File: src/rtl/mem_access.sv
// MEM pipeline stage: issues loads/stores on the data-SRAM request/ack bus, aligns and extends load data.
// Latency: non-memory ops pass through in zero cycles; memory ops stall >= 1 cycle, then present in DONE.
// Backpressure: STALL_REQ while a transaction is outstanding; DONE holds its result while HOLD is high.
//
// Ports:
//   CLK, RST                         clock, asynchronous active-high reset
//   EX_GPR_WE/WDATA/WADDR            writeback intent from ex_mem (WDATA is the ALU result)
//   EX_MEM_OP/ADDR/SDATA             memory op code, effective address, store data
//   HOLD                             mem_wb not accepting this cycle
//   DATA_REQ/WR/BE/ADDR/WDATA        request side of the data bus
//   DATA_ADDR_OK/OK/RDATA            request accept, response valid, read word
//   STALL_REQ                        freeze IF..EX/MEM while a transaction is in flight
//   MEM_GPR_WE/WDATA/WADDR           writeback to mem_wb
// Optional: define MEM_ALIGN_CHECK_EN to add MEM_ADEL/MEM_ADES and suppress misaligned accesses.
module mem_access #(
    parameter int DATA_W = 32,
    parameter int ADDR_W = 32
) (
    input  logic              CLK,
    input  logic              RST,
    input  logic              EX_GPR_WE,
    input  logic [DATA_W-1:0] EX_GPR_WDATA,
    input  logic [4:0]        EX_GPR_WADDR,
    input  logic [3:0]        EX_MEM_OP,
    input  logic [ADDR_W-1:0] EX_MEM_ADDR,
    input  logic [DATA_W-1:0] EX_MEM_SDATA,
    input  logic              HOLD,
    output logic              DATA_REQ,
    output logic              DATA_WR,
    output logic [3:0]        DATA_BE,
    output logic [ADDR_W-1:0] DATA_ADDR,
    output logic [DATA_W-1:0] DATA_WDATA,
    input  logic              DATA_ADDR_OK,
    input  logic              DATA_OK,
    input  logic [DATA_W-1:0] DATA_RDATA,
    output logic              STALL_REQ,
`ifdef MEM_ALIGN_CHECK_EN
    output logic              MEM_ADEL,
    output logic              MEM_ADES,
`endif
    output logic              MEM_GPR_WE,
    output logic [DATA_W-1:0] MEM_GPR_WDATA,
    output logic [4:0]        MEM_GPR_WADDR
);

    localparam logic [3:0] OP_LB  = 4'd1;
    localparam logic [3:0] OP_LBU = 4'd2;
    localparam logic [3:0] OP_LH  = 4'd3;
    localparam logic [3:0] OP_LHU = 4'd4;
    localparam logic [3:0] OP_LW  = 4'd5;
    localparam logic [3:0] OP_SB  = 4'd6;
    localparam logic [3:0] OP_SH  = 4'd7;
    localparam logic [3:0] OP_SW  = 4'd8;

    typedef enum logic [1:0] {
        S_IDLE = 2'd0,
        S_REQ  = 2'd1,
        S_WAIT = 2'd2,
        S_DONE = 2'd3
    } state_t;

    state_t            state;
    logic [DATA_W-1:0] rbuf;

    logic              is_load;
    logic              is_store;
    logic              is_mem;
    logic              misalign;
    logic              issue;
    logic              capture;
    logic [7:0]        ld_byte;
    logic [15:0]       ld_half;
    logic [DATA_W-1:0] ld_ext;
    logic [3:0]        st_be;
    logic [DATA_W-1:0] st_wdata;

    assign is_load  = (EX_MEM_OP >= OP_LB) && (EX_MEM_OP <= OP_LW);
    assign is_store = (EX_MEM_OP >= OP_SB) && (EX_MEM_OP <= OP_SW);
    assign is_mem   = is_load | is_store;

`ifdef MEM_ALIGN_CHECK_EN
    logic adel_c;
    logic ades_c;
    assign adel_c   = (((EX_MEM_OP == OP_LH) || (EX_MEM_OP == OP_LHU)) && EX_MEM_ADDR[0])
                    || ((EX_MEM_OP == OP_LW) && (EX_MEM_ADDR[1:0] != 2'b00));
    assign ades_c   = ((EX_MEM_OP == OP_SH) && EX_MEM_ADDR[0])
                    || ((EX_MEM_OP == OP_SW) && (EX_MEM_ADDR[1:0] != 2'b00));
    assign misalign = adel_c | ades_c;
`else
    assign misalign = 1'b0;
`endif

    // REQ keeps the request up regardless of op decode: the pipeline is frozen by our stall,
    // so the EX/MEM inputs are the same ones that started the transaction.
    assign issue   = ((state == S_IDLE) && is_mem && !misalign) || (state == S_REQ);
    // DATA_OK only counts in WAIT, or together with the accept in the issue cycle.
    assign capture = (issue && DATA_ADDR_OK && DATA_OK) || ((state == S_WAIT) && DATA_OK);

    // Load alignment and extension
    always_comb begin
        case (EX_MEM_ADDR[1:0])
            2'd0:    ld_byte = DATA_RDATA[7:0];
            2'd1:    ld_byte = DATA_RDATA[15:8];
            2'd2:    ld_byte = DATA_RDATA[23:16];
            default: ld_byte = DATA_RDATA[31:24];
        endcase
        ld_half = EX_MEM_ADDR[1] ? DATA_RDATA[31:16] : DATA_RDATA[15:0];
        case (EX_MEM_OP)
            OP_LB:   ld_ext = {{24{ld_byte[7]}}, ld_byte};
            OP_LBU:  ld_ext = {24'h0, ld_byte};
            OP_LH:   ld_ext = {{16{ld_half[15]}}, ld_half};
            OP_LHU:  ld_ext = {16'h0, ld_half};
            OP_LW:   ld_ext = DATA_RDATA;
            default: ld_ext = '0;
        endcase
    end

    // Store lane replication and byte enables; loads read the whole word
    always_comb begin
        case (EX_MEM_OP)
            OP_SB: begin
                st_be    = 4'b0001 << EX_MEM_ADDR[1:0];
                st_wdata = {4{EX_MEM_SDATA[7:0]}};
            end
            OP_SH: begin
                st_be    = EX_MEM_ADDR[1] ? 4'b1100 : 4'b0011;
                st_wdata = {2{EX_MEM_SDATA[15:0]}};
            end
            default: begin
                st_be    = 4'b1111;
                st_wdata = EX_MEM_SDATA;
            end
        endcase
    end

    always_ff @(posedge CLK or posedge RST) begin
        if (RST) begin
            state <= S_IDLE;
            rbuf  <= '0;
        end else begin
            if (capture) begin
                rbuf <= ld_ext;
            end
            case (state)
                S_IDLE, S_REQ: begin
                    if (issue) begin
                        if (DATA_ADDR_OK) begin
                            state <= DATA_OK ? S_DONE : S_WAIT;
                        end else begin
                            state <= S_REQ;
                        end
                    end
                end
                S_WAIT: begin
                    if (DATA_OK) begin
                        state <= S_DONE;
                    end
                end
                S_DONE: begin
                    if (!HOLD) begin
                        state <= S_IDLE;
                    end
                end
                default: state <= S_IDLE;
            endcase
        end
    end

    always_comb begin
        DATA_REQ      = 1'b0;
        DATA_WR       = 1'b0;
        DATA_BE       = 4'b0000;
        DATA_ADDR     = '0;
        DATA_WDATA    = '0;
        STALL_REQ     = 1'b0;
        MEM_GPR_WE    = 1'b0;
        MEM_GPR_WDATA = '0;
        MEM_GPR_WADDR = 5'd0;
`ifdef MEM_ALIGN_CHECK_EN
        MEM_ADEL      = 1'b0;
        MEM_ADES      = 1'b0;
`endif
        if (!RST) begin
            case (state)
                S_IDLE: begin
                    if (!is_mem) begin
                        MEM_GPR_WE    = EX_GPR_WE;
                        MEM_GPR_WDATA = EX_GPR_WDATA;
                        MEM_GPR_WADDR = EX_GPR_WADDR;
                    end else if (!misalign) begin
                        STALL_REQ = 1'b1;
                    end
                end
                S_REQ:  STALL_REQ = 1'b1;
                S_WAIT: STALL_REQ = 1'b1;
                S_DONE: begin
                    MEM_GPR_WE    = is_load & EX_GPR_WE;
                    MEM_GPR_WDATA = rbuf;
                    MEM_GPR_WADDR = EX_GPR_WADDR;
                end
                default: ;
            endcase
            if (issue) begin
                DATA_REQ   = 1'b1;
                DATA_WR    = is_store;
                DATA_BE    = st_be;
                DATA_ADDR  = {EX_MEM_ADDR[ADDR_W-1:2], 2'b00};
                DATA_WDATA = st_wdata;
            end
`ifdef MEM_ALIGN_CHECK_EN
            MEM_ADEL = (state == S_IDLE) && adel_c;
            MEM_ADES = (state == S_IDLE) && ades_c;
`endif
        end
    end

endmodule
File: config.mk
export PLATFORM = sky130hd
export DESIGN_NAME = mem_access
export DESIGN_NICKNAME = d
export VERILOG_FILES = /design/src/rtl/mem_access.sv
export SDC_FILE = /design/constraint.sdc
export NUM_CORES = 1
export LEC_CHECK = 0
export BUFFER_PORTS_ARGS = -buffer_cell sky130_fd_sc_hd__buf_2
export CAP_MARGIN = 20
export CORE_AREA = 2 2 98 100
export CTS_BUF_LIST = sky130_fd_sc_hd__clkbuf_8
export DETAILED_ROUTE_END_ITERATION = 6
export DIE_AREA = 0 0 100 102
export GPL_TIMING_DRIVEN = 0
export PLACE_DENSITY = 0.74
export SYNTH_ARGS = -nofsm -noshare
export SYNTH_HDL_FRONTEND = slang
export SYNTH_SLANG_ARGS = --single-unit
export TNS_END_PERCENT = 1
File: constraint.sdc
create_clock -name CLK -period 3.25 [get_ports CLK]
set_input_delay 0.65 -clock CLK [delete_from_list [all_inputs] [get_ports CLK]]
set_output_delay 0.65 -clock CLK [all_outputs]
set_load 0.05 [all_outputs]
; ---- Word-level counts from Yosys, hierarchy flattened
; Cells that the tools add are included.
[op_classes]
add_sub_neg = 0
multipliers = 0
div = 0
magnitude_cmp = 4
eq_ne = 15
n_shift = 1
muxes = 34
bitwise = 2
n_reduce_logical = 13
[op_table]
columns = cell, n
row1 = $mux W32, 6
row2 = $pmux W32 S5, 1
row3 = $pmux W32 S2, 2
row4 = $pmux W8 S3, 1
row5 = $eq A4 B3 Y1 const B, 4
row6 = $mux W16, 1
row7 = $mux W4, 3
row8 = $mux W5, 2
row9 = $pmux W5 S2, 1
row10 = $mux W1, 9
row11 = $eq A4 B2 Y1 const B, 2
row12 = $mux W2, 4
row13 = $pmux W4 S2, 1
row14 = $eq A2 B2 Y1 const B, 3
row15 = $logic_and A1 B1 Y1, 6
row16 = $ne A2 B2 Y1 const B, 3
row17 = $pmux W2 S3, 1
row18 = $eq A2 B1 Y1 const B, 2
row19 = $eq A4 B1 Y1 const B, 1
row20 = $ge A4 B1 Y1 const B, 1
row21 = $ge A4 B3 Y1 const B, 1
row22 = $le A4 B3 Y1 const B, 1
row23 = $le A4 B4 Y1 const B, 1
row24 = $logic_not A2 Y1, 2
row25 = other kinds (7), 10
[word_totals]
register_bits = 34
latch_bits = 0
mem_bits_rw = 0
mem_bits_ro = 0
out_inout_bits = 109
n_memories = 0

; ---- Logic depth before layout (Yosys ltp)
; Gate-level depths: netlist of the first run.
[logic_depth]
word_depth = 8
ltp_mapped = 8
depth_no_buf = 6

; ---- Worst setup path before layout of the first run
; OpenSTA, ideal clock, no wires.
[synth_path]
path_type = in2out
start = input EX_MEM_OP[2]
end = output DATA_WDATA[24]
arrival_time_ps = 2873
t_required_ps = 2600
slack_ps = -273
stages = 6
path_buffers = 2
path_cell_list = buf_2 -> o31ai_2 -> a31oi_1 -> or2_2 -> buf_2 -> a211oi_1
[synth_between]
elab_chain_cells = 7
word_cells_on_any_way = 14
classes_between = order compare: 4 / eq/ne: 2 / mux: 3 / bitwise: 1 / reduce/logical: 4
[synth_rtl]
columns = element, line_no
row1 = from (decl), 24  ; input logic [3:0] EX_MEM_OP,
row2 = "$ge A4 B1 Y1, or another cell as far along", 77  ; assign is_load = (EX_MEM_OP >= OP_LB) && (EX_MEM_OP <= OP_LW);
row3 = $logic_and A1 B1 Y1 (on tied branches), "77, 78"
row4 = $or A1 B1 Y1, 79  ; assign is_mem = is_load | is_store;
row5 = $logic_and A1 B1 Y1, 95  ; assign issue = ((state == S_IDLE) && is_mem && !misalign) || (state == S_REQ);
row6 = $logic_or A1 B1 Y1, 95
row7 = $mux W32 *, 203  ; if (issue) begin
row8 = $mux W32 *, 183  ; if (!RST) begin
row9 = to (decl), 32  ; output logic [DATA_W-1:0] DATA_WDATA,
; Every way passes the cells marked *; elsewhere a longest branch is shown, timed or not.

; ---- Final worst setup path of the first run
; Ends and elaborated chain as after synthesis.

==> results.ini, run 1 <==
[floorplanning]
die_x_um=100
die_y_um=102
ios=252
initial_core_util_pct=36.3
rows=35
core_sq_um=9110
design.die.area_sq_um=10200

[worst_setup_path]
cpMostUsedCell=buf_2
reg2reg_depth=8
crit_chain=buf_2, buf_2, o31ai_4, a31oi_1, or2_4, buf_2, a211oi_1, clkbuf_4
crit_arrival_ns=2.61
cpPeakStageDelay_ns=0.38
critPathMaxFanout=10
worstPathRequired_ns=2.60
path_class=primary input to primary output
crit_path_end_kind=primary output
startpoint_type=primary input
cpMaxStageDelayCell=a211oi_1

[final_layout]
final_common_cell=buf_2
n_fill_cell=929
areaGrowthSynthToFinish_pct=48.6
final_design_area_no_fill_sq_um=4920
mostFrequentLayoutCells=buf_2, nand2_1, nor2_1
final_layout_size_suffix_gt1_share_pct=44.6
final_nets=831
fin_cells=797

[global_route]
grt_max_degree=19
antenna_found_initial=0
grt_overflow=0
grtUsageTotal_pct=27.2
grt_pass1_vias=4219
grt_pass1_wl_um=21800

[yosys]
synth_flop_cell=dfrtp_1
synth.ff_latch_count=34
ys_seq_area_share_pct=25.7
netlist_area_sq_um=3310
avgSynthCellArea_sq_um=7.81
synth_edf_count=0
yosysWarnings=0
synthCells=424
synth.distinct_cells=47
async_reset_ff_share_pct=100

[sta]
fin_skew_ns=0.00326
clock.fmax_mhz=306
slew_headroom_pct=46.5
fin_crit_sh_pct=100
hold_ws_ns=0.498
worst_slew_pin_slew_ns=0.802
min_period_ns=3.26
final-setup-viol-count=1
timing.final.ws_setup_ns=-0.0127
hold_viol=0
drv_slew=0
rsz0062_at_grt=true

[routing]
vias=4453
drc=0
wl_per_cell_um=18.7
drt_first_pass_iters=5
drtAntennaViolNets=0
drt-initial-drc-count=241
routed_wl_um=14900
routed_via_density=5.59

[clock_network]
path_clk_slew_ns=0.07
postCtsHoldBufs=0
cts_buffers=5
clock-sinks=34
clk_path_buf_depth=2
cts-root-buf=clkbuf_8
cts_tree=done
htree_levels=2
clk_latency_ns=0.29

[place]
gp_congestion=0.947
place_inst=786
hpwlAfterDp_um=12100
place_area_sq_um=4730
place_ws_ns=-0.121
portBuffers=249

[run_status]
status=complete, but fails checks
violations=setup timing

[power_and_ir_drop]
power.total_mw=3.55
total_leakage_power_nw=2.51
ir_drop_uv=396
power.density_nw_per_um2=722

[min_path]
min-delay-path-class=register to register
holdPathStages=1

[run]
drv_cap=0

[report_power, final]
group / internal, mW / total (mW) / switching [mW]
Clock: 0.170 / 0.335 / 0.165
Sequential: 0.585 / 0.697 / 0.112
Combinational: 0.735 / 2.52 / 1.78
[critical path: cells and delay by family]
kind / cells / cell delay, ns
compound gates: 3 / 0.90
buf+inv: 4 / 0.81
simple gates: 1 / 0.26
[per-layer routing]
metal	vias to the layer above	track usage, %	share of wire, %
met5	-	0	0
met4	0	8.75	2.7
met3	29	5.61	8.6
met2	232	48.4	51
met1	2113	33.2	38
li1	2079	-	-
[cell families after synthesis]
logic type / Yosys count / synth area share, %
AOI/OAI and AO/OA: 153 / 32.1
xor gates and xnor gates: 1 / 0.265
adders and majority gates: 5 / 1.89
buffers and inverters: 53 / 7.52
DFF: 34 / 25.7
muxes: 18 / 8.47
other: 1 / 0.113
and+or+nand+nor: 159 / 23.9
[through the flow]
step,utilization [%],setup TNS (ns)
2_1_floorplan,-,-3.56
3_3_place_gp,51.6,-0.173
3_5_place_dp,51.9,-0.628
4_1_cts,53.2,-0.00129
5_1_grt,53.9,-1.57
6_report,54.0,-0.0127
[registers in the layout (all words and copies together), names as in the netlist]
name   count
rbuf      32
state      2
[final timing paths]
path / startpoint / endpoint / slack (ns)
worst min-delay path: rbuf[14] / rbuf[14] / 0.50
min in group asynchronous: RST / state[0] / 0.53
worst min register to register: rbuf[14] / rbuf[14] / 0.50
worst max register to register: state[1] / rbuf[2] / 1.29
max in group asynchronous: RST / rbuf[12] / 2.16
worst max-delay path: EX_MEM_OP[2] / DATA_WDATA[24] / -0.01
[synth_stat cells, types with 3 or more instances]
cell | count | area, sq um
inv_1 | 6 | 22.5
buf_4 | 5 | 37.5
mux2i_1 | 10 | 100
a31oi_1 | 19 | 119
and3_1 | 7 | 43.8
a211oi_1 | 8 | 60.1
a21oi_1 | 40 | 200
a22oi_1 | 33 | 248
buf_2 | 19 | 95.1
o2bb2ai_1 | 15 | 131
nor2_1 | 46 | 173
and2_1 | 44 | 275
ha_1 | 5 | 62.6
mux4_2 | 8 | 180
buf_1 | 3 | 11.3
nand2_1 | 45 | 169
clkbuf_1 | 18 | 67.6
a221oi_1 | 15 | 131
o21ai_0 | 12 | 60.1
dfrtp_1 | 34 | 851
[final cells by class]
class	count	area (sq um)	share of cell area, %
repair buffers	251	1330	27.0
diodes	2	5.00	0.102
clock buffers	6	82.6	1.68
clock inverters	2	12.5	0.254
plain buffers	46	238	4.83
flip-flops and latches	34	851	17.3
multi-input cells	338	2230	45.4
well taps	111	139	2.82
inverters	7	26.3	0.534
[timing repair]
action / CTS / global route
gates resized for setup: 4 / 30
setup buffers: 0 / 1
endpoints found under the setup margin: 20 / 65
pin swaps: 0 / 1
gates cloned: 0 / 0
Power figures use the tool's default switching activity.
==> run 2: changes to the inputs <==
--- a/config.mk
+++ b/config.mk
@@ -7,12 +7,14 @@
 export LEC_CHECK = 0
 export BUFFER_PORTS_ARGS = -buffer_cell sky130_fd_sc_hd__buf_2
 export CAP_MARGIN = 20
-export CORE_AREA = 2 2 98 100
+export CELL_PAD_IN_SITES_DETAIL_PLACEMENT = 1
+export CELL_PAD_IN_SITES_GLOBAL_PLACEMENT = 2
+export CORE_AREA = 2 2 132 134
 export CTS_BUF_LIST = sky130_fd_sc_hd__clkbuf_8
 export DETAILED_ROUTE_END_ITERATION = 6
-export DIE_AREA = 0 0 100 102
+export DIE_AREA = 0 0 134 136
 export GPL_TIMING_DRIVEN = 0
-export PLACE_DENSITY = 0.74
+export PLACE_DENSITY_LB_ADDON = 0.1
 export SYNTH_ARGS = -nofsm -noshare
 export SYNTH_HDL_FRONTEND = slang
 export SYNTH_SLANG_ARGS = --single-unit
==> run 2 against run 1 <==
The run now ends clean. Sequential share of layout area is 0.27 points lower. Utilization is 24 points lower. Clock skew is 0.0011 ns higher. Via count is 3.3% lower. Design area is 1.6% higher. Combinational power hardly changed. Setup slack better by 0.080 ns. Sequential power is 3.0% higher. Die area is 79% higher.
==> results.ini, run 2 (synthesis gave the netlist of run 1 again) <==
[routing]
drc=0  ; unchanged
drt_first_pass_iters=4  ; -1
wl_per_cell_um=18.4  ; -1.7%
routed_via_density=4.74  ; -15%
vias=4306  ; -3.3%
drtAntennaViolNets=0  ; unchanged
drt-initial-drc-count=131  ; -46%
routed_wl_um=16700  ; +12%

[worst_setup_path]
path_buf_inv=6  ; +2
worstPathRequired_ns=2.60  ; about the same
cpMaxStageDelayCell=or4_1
cpPeakStageDelay_ns=0.50  ; +0.12 ns
r2r-start=state[1]
crit_arrival_ns=2.53  ; -0.08 ns
startpoint=EX_MEM_OP[0]
reg2reg_depth=8  ; unchanged
path_class=primary input to primary output
crit_path_end_kind=primary output
critPathMaxFanout=10  ; unchanged
cpMostUsedCell=buf_2
crit_family=buffers and inverters
crit_chain=buf_2, or4_1, buf_2, a31oi_1, or2_4, inv_2, buf_2, buf_2, and2_1, buf_2
cp.depth=10  ; +2
startpoint_type=primary input

[global_route]
grt_max_degree=35  ; +16
grt_pass1_wl_um=25400  ; +17%
antenna_found_initial=2  ; +2
grt_overflow=0  ; unchanged
grt_pass1_vias=4548  ; +7.8%
grtUsageTotal_pct=17.8  ; -9.4 points

[sta]
final-setup-viol-count=0  ; -1
slew_headroom_pct=47.7  ; +1.2 points
timing.final.ws_setup_ns=0.0670  ; +0.0797 ns
rsz0062_at_grt=true
worst_slew_pin_slew_ns=0.785  ; -0.0177 ns
hold_viol=0  ; unchanged
min_period_ns=3.18  ; -0.0797 ns
fin_crit_sh_pct=97.9  ; -2.5 points
clock.fmax_mhz=314  ; +2.5%
tns_ns=0  ; +0.0127 ns
fin_skew_ns=0.00435  ; +0.00109 ns
drv_slew=0  ; unchanged

[floorplanning]
initial_core_util_pct=19.6  ; -17 points
design.die.area_sq_um=18200  ; +79%
core_sq_um=16900  ; +85%
ios=252  ; unchanged
rows=48  ; +37%
die_x_um=134  ; +34%
die_y_um=136  ; +33%

[power_and_ir_drop]
total_leakage_power_nw=2.52  ; +0.39%
ir_drop_uv=256  ; -35%
power_frac_comb_pct=71.0  ; about the same
sw_frac_of_total_pct=58.9  ; +0.88 points
switchingPower_mw=2.08  ; +1.2%
p_clk_share_pct=8.7  ; -0.8 points
p_int_mw=1.46  ; -2.4%
seq_power_share_pct=20.3  ; +0.7 points
power.density_nw_per_um2=708  ; -1.9%

[clock_network]
clock-sinks=34  ; unchanged
htree_levels=2  ; unchanged
clk_path_buf_depth=2  ; unchanged
cts_buffers=5  ; unchanged
path_clk_slew_ns=0.08  ; about the same
postCtsHoldBufs=0  ; unchanged
clk_latency_ns=0.29  ; about the same
cts_tree=done
cts-root-buf=clkbuf_8

[min_path]
min-delay-path-class=register to register
holdPathStages=1  ; unchanged
hp-start=rbuf[11]

[place]
place_ws_ns=-0.0902  ; +0.0307 ns
hpwlAfterDp_um=13800  ; +14%
place_area_sq_um=4840  ; +2.4%
portBuffers=249  ; unchanged
gp_congestion=0.806  ; -15%
place_inst=899  ; +14%

[final_layout]
fin_cells=908  ; +14%
post-route-util_pct=29.6  ; -24 points
final_nets=831  ; unchanged
final_design_area_no_fill_sq_um=5000  ; +1.6%
n_antenna_cell=0  ; -2
final_layout_size_suffix_gt1_share_pct=45.4  ; +0.80 points
areaGrowthSynthToFinish_pct=51.0
mostFrequentLayoutCells=buf_2, nand2_1, nor2_1, and2_1, a21oi_1
largest_register_ffs=32  ; unchanged
top_regs=rbuf x32, state x2
final_common_cell=buf_2
regMostFlops=rbuf

[run]
drv_cap=0  ; unchanged

[run_status]
status=finished, final reports clean

## run 2: changes by cell type in the layout (fill, tap and decap cells not counted), moves of 2 or more
cell	previous run	this run
diode_2	2	0
buf_2	244	258
buf_4	9	13
clkbuf_2	2	6
clkbuf_1	16	13
clkbuf_4	21	4
## run 2: path summary, 6_finish.rpt
kind                       slack, ns       endpoint
max                             0.07  DATA_ADDR[16]
min                             0.50       rbuf[11]
max reg2reg                     1.20        rbuf[8]
min reg2reg                     0.50       rbuf[11]
max in group asynchronous       2.22       rbuf[13]
min in group asynchronous       0.53       state[0]
## run 2: metal layers
metal	global-route usage, %	share of wire [%]	up-vias
met1	22.4	43	2052
met3	4.88	7.6	13
li1	-	-	2069
met2	30.9	48	168
met5	0	0.14	-
met4	2.96	0.88	4
## run 2: repair_timing
item | 4_1_cts | 5_1_grt
setup endpoints to repair | 53 | 85
resized for setup | 3 | 30
pin swaps | 0 | 2
gates cloned | 0 | 0
buffers inserted | 0 | 2
## run 2: per-stage QoR
stage               power [mW]  hold WS, ns
floorplan                 2.51        0.457
CTS                       3.56        0.511
finish                    3.54        0.503
detailed placement        3.23        0.488
global route              3.80        0.523
global placement          3.21        0.490
## run 2: power groups by stage
stage	registers, mW	logic, mW	clock network [mW]
floorplan	0.663	1.85	0
global placement	0.727	2.48	0
detailed placement	0.729	2.50	0
CTS	0.723	2.52	0.321
global route	0.739	2.73	0.333
finish	0.718	2.51	0.308
## run 2: final cells by class
type	instances	area (sq um)
timing repair buffer	251	1270
clock buffer	5	68.8
multi-input combinational	338	2240
clock inverter	2	10.0
inverter	7	26.3
buffer	46	243
fill	2142	11900
tap	225	282
sequential	34	851
## run 2: worst reg2reg max path, cell delays in order (launching register included)
cell and delay, ns:
dfrtp_1 0.46, inv_1 0.15, ha_1 0.23, a21o_1 0.14, a41o_1 0.10, buf_2 0.24, nand3_2 0.22, buf_4 0.27
o2bb2ai_1 0.16
==> run 3: changes to the inputs <==
==> constraint.sdc (replaced) <==
create_clock -name CLK -period 3.45 [get_ports CLK]
set_input_delay 0.69 -clock CLK [delete_from_list [all_inputs] [get_ports CLK]]
set_output_delay 0.69 -clock CLK [all_outputs]
set_load 0.05 [all_outputs]
==> run 3 against run 2 <==
Combinational power shrank 7%. Largest power group unchanged. Hold slack improved by 0.0033 ns. Highest routed layer unchanged. Count of clock-buffer cells in the layout unchanged. First-iteration DRC count decreased by 4.6%. Global-route usage about the same. Via count increased by 0.16%.
==> results.ini, run 3 (synthesis gave the netlist of run 1 again) <==
[worst_setup_path]
reg2reg_to=rbuf[5]
reg2reg_depth=8  ; unchanged
startpoint=EX_MEM_OP[2]
critPathMaxFanout=10  ; unchanged
startpoint_type=primary input
worstPathRequired_ns=2.76  ; +0.16 ns
crit_arrival_ns=2.61  ; +0.08 ns
path_class=primary input to primary output
ff2ff_setup_slack_ns=1.42  ; +0.22 ns
crit_chain=buf_2, buf_2, o31ai_4, a31oi_1, or2_2, inv_2, buf_2, buf_2, and2_1, buf_2
r2r-start=state[1]
crit_path_end_kind=primary output
cpPeakStageDelay_ns=0.33  ; -0.17 ns
cpMaxStageDelayCell=or2_2
cpMostUsedCell=buf_2
cp-endpoint=DATA_ADDR[18]

[final_layout]
final_nets=829  ; -0.24%
n_antenna_cell=0  ; unchanged
regMostFlops=rbuf
areaGrowthSynthToFinish_pct=49.3
fin_cells=906  ; -0.22%
top_regs=rbuf x32, state x2
final_common_cell=buf_2
mostFrequentLayoutCells=buf_2, nand2_1, nor2_1
largest_register_ffs=32  ; unchanged
final_layout_size_suffix_gt1_share_pct=44.3  ; -1.0 points

[sta]
hold_ws_ns=0.507  ; +0.00327 ns
slew_headroom_pct=47.3  ; -0.40 points
worst_slew_pin_slew_ns=0.791  ; +0.00605 ns
fin_crit_sh_pct=95.7
clock.fmax_mhz=303
rsz0062_at_grt=true
drv_slew=0  ; unchanged
final-setup-viol-count=0  ; unchanged
min_period_ns=3.30
hold_viol=0  ; unchanged
fin_skew_ns=0.00644  ; +0.00209 ns

[clock_network]
clock-sinks=34  ; unchanged
clk_path_buf_depth=2  ; unchanged
cts_buffers=5  ; unchanged
cts-root-buf=clkbuf_8
path_clk_slew_ns=0.08  ; about the same
postCtsHoldBufs=0  ; unchanged
postCtsResizedCells=0  ; -3
cts_tree=done
clk_latency_ns=0.29  ; about the same
post-cts-setup-buffers=0  ; unchanged
htree_levels=2  ; unchanged

[min_path]
min-delay-path-class=register to register

[routing]
drtAntennaViolNets=0  ; unchanged
drc=0  ; unchanged
drt-initial-drc-count=125  ; -4.6%
routed_wl_um=16600  ; -0.52%
drt_first_pass_iters=5  ; +1
routed_via_density=4.76  ; +0.38%
vias=4313  ; +0.16%
wl_per_cell_um=18.4  ; -0.30%

[global_route]
grt_pass1_vias=4548  ; unchanged
antenna_found_initial=2  ; unchanged
grt_overflow=0  ; unchanged
grtUsageTotal_pct=17.8  ; about the same
grt_max_degree=35  ; unchanged
grt_pass1_wl_um=25400  ; about the same

[run]
drv_cap=0  ; unchanged

[power_and_ir_drop]
seq_power_share_pct=20.5  ; +0.2 points
switchingPower_mw=1.96  ; -6.0%
p_clk_share_pct=8.8  ; about the same
p_int_mw=1.34  ; -7.6%
total_leakage_power_nw=2.49  ; -1.0%
sw_frac_of_total_pct=59.3  ; +0.42 points
ir_drop_uv=239  ; -6.8%
power.density_nw_per_um2=668  ; -5.6%
power_frac_comb_pct=70.7  ; -0.3 points

[place]
hpwlAfterDp_um=13800  ; unchanged
gp_congestion=0.806  ; unchanged
portBuffers=249  ; unchanged
place_inst=899  ; unchanged

[floorplanning]
ios=252  ; unchanged
design.die.area_sq_um=18200  ; unchanged
core_sq_um=16900  ; unchanged
die_x_um=134  ; unchanged
rows=48  ; unchanged
initial_core_util_pct=19.6  ; unchanged
die_y_um=136  ; unchanged

[run_status]
status=finished, final reports clean

## run 3: cell count changes in the layout (fill, tap and decap cells not counted), sizes merged
cell,previous run,this run
clkbuf,28,23
buf,274,277
## run 3: final cells by class
type	count	area, sq um
Fill cell	2145	11900
Multi-Input combinational cell	338	2230
Timing Repair Buffer	249	1250
Sequential cell	34	851
Tap cell	225	282
Buffer	46	224
Clock buffer	5	68.8
Inverter	7	26.3
Clock inverter	2	10.0
## run 3: power groups by stage
| stage | logic [mW] | registers [mW] | clock network, mW |
|---|---|---|---|
| finish | 2.33 | 0.677 | 0.290 |
| global route | 2.54 | 0.696 | 0.314 |
| CTS | 2.36 | 0.681 | 0.302 |
| detailed placement | 2.35 | 0.687 | 0 |
| global placement | 2.34 | 0.684 | 0 |
| floorplan | 1.74 | 0.624 | 0 |
## run 3: worst max-delay path: cells and delay by family
kind            cells  cell delay, ns
buf+inv             6            1.01
compound gates      2            0.45
simple gates        2            0.46
## run 3: worst min path at each step
stage,endpoint,cells after the start,startpoint
5_1_grt,rbuf[0],1,rbuf[0]
2_1_floorplan,rbuf[10],1,rbuf[10]
3_3_place_gp,rbuf[11],1,rbuf[11]
6_report,rbuf[11],1,rbuf[11]
3_5_place_dp,rbuf[11],1,rbuf[11]
4_1_cts,rbuf[11],1,rbuf[11]
## run 3: routing by layer
layer	routed length, um	global-route usage, %
met5	24	0
met4	165	2.96
met3	1240	4.88
met2	8000	30.9
met1	7220	22.4
## run 3: stage by stage
step / area [sq um] / total power [mW] / util, % / setup TNS [ns] / worst slack (ns)
floorplan: 3310 / 2.37 / - / -1.25 / -0.153
global placement: 4840 / 3.03 / 28.7 / 0 / 0.0105
detailed placement: 4840 / 3.04 / 28.7 / 0 / 0.0298
CTS: 4920 / 3.35 / 29.2 / 0 / 0.0136
global route: 4940 / 3.55 / 29.3 / -0.0475 / -0.0180
finish: 4940 / 3.30 / 29.3 / 0 / 0.149
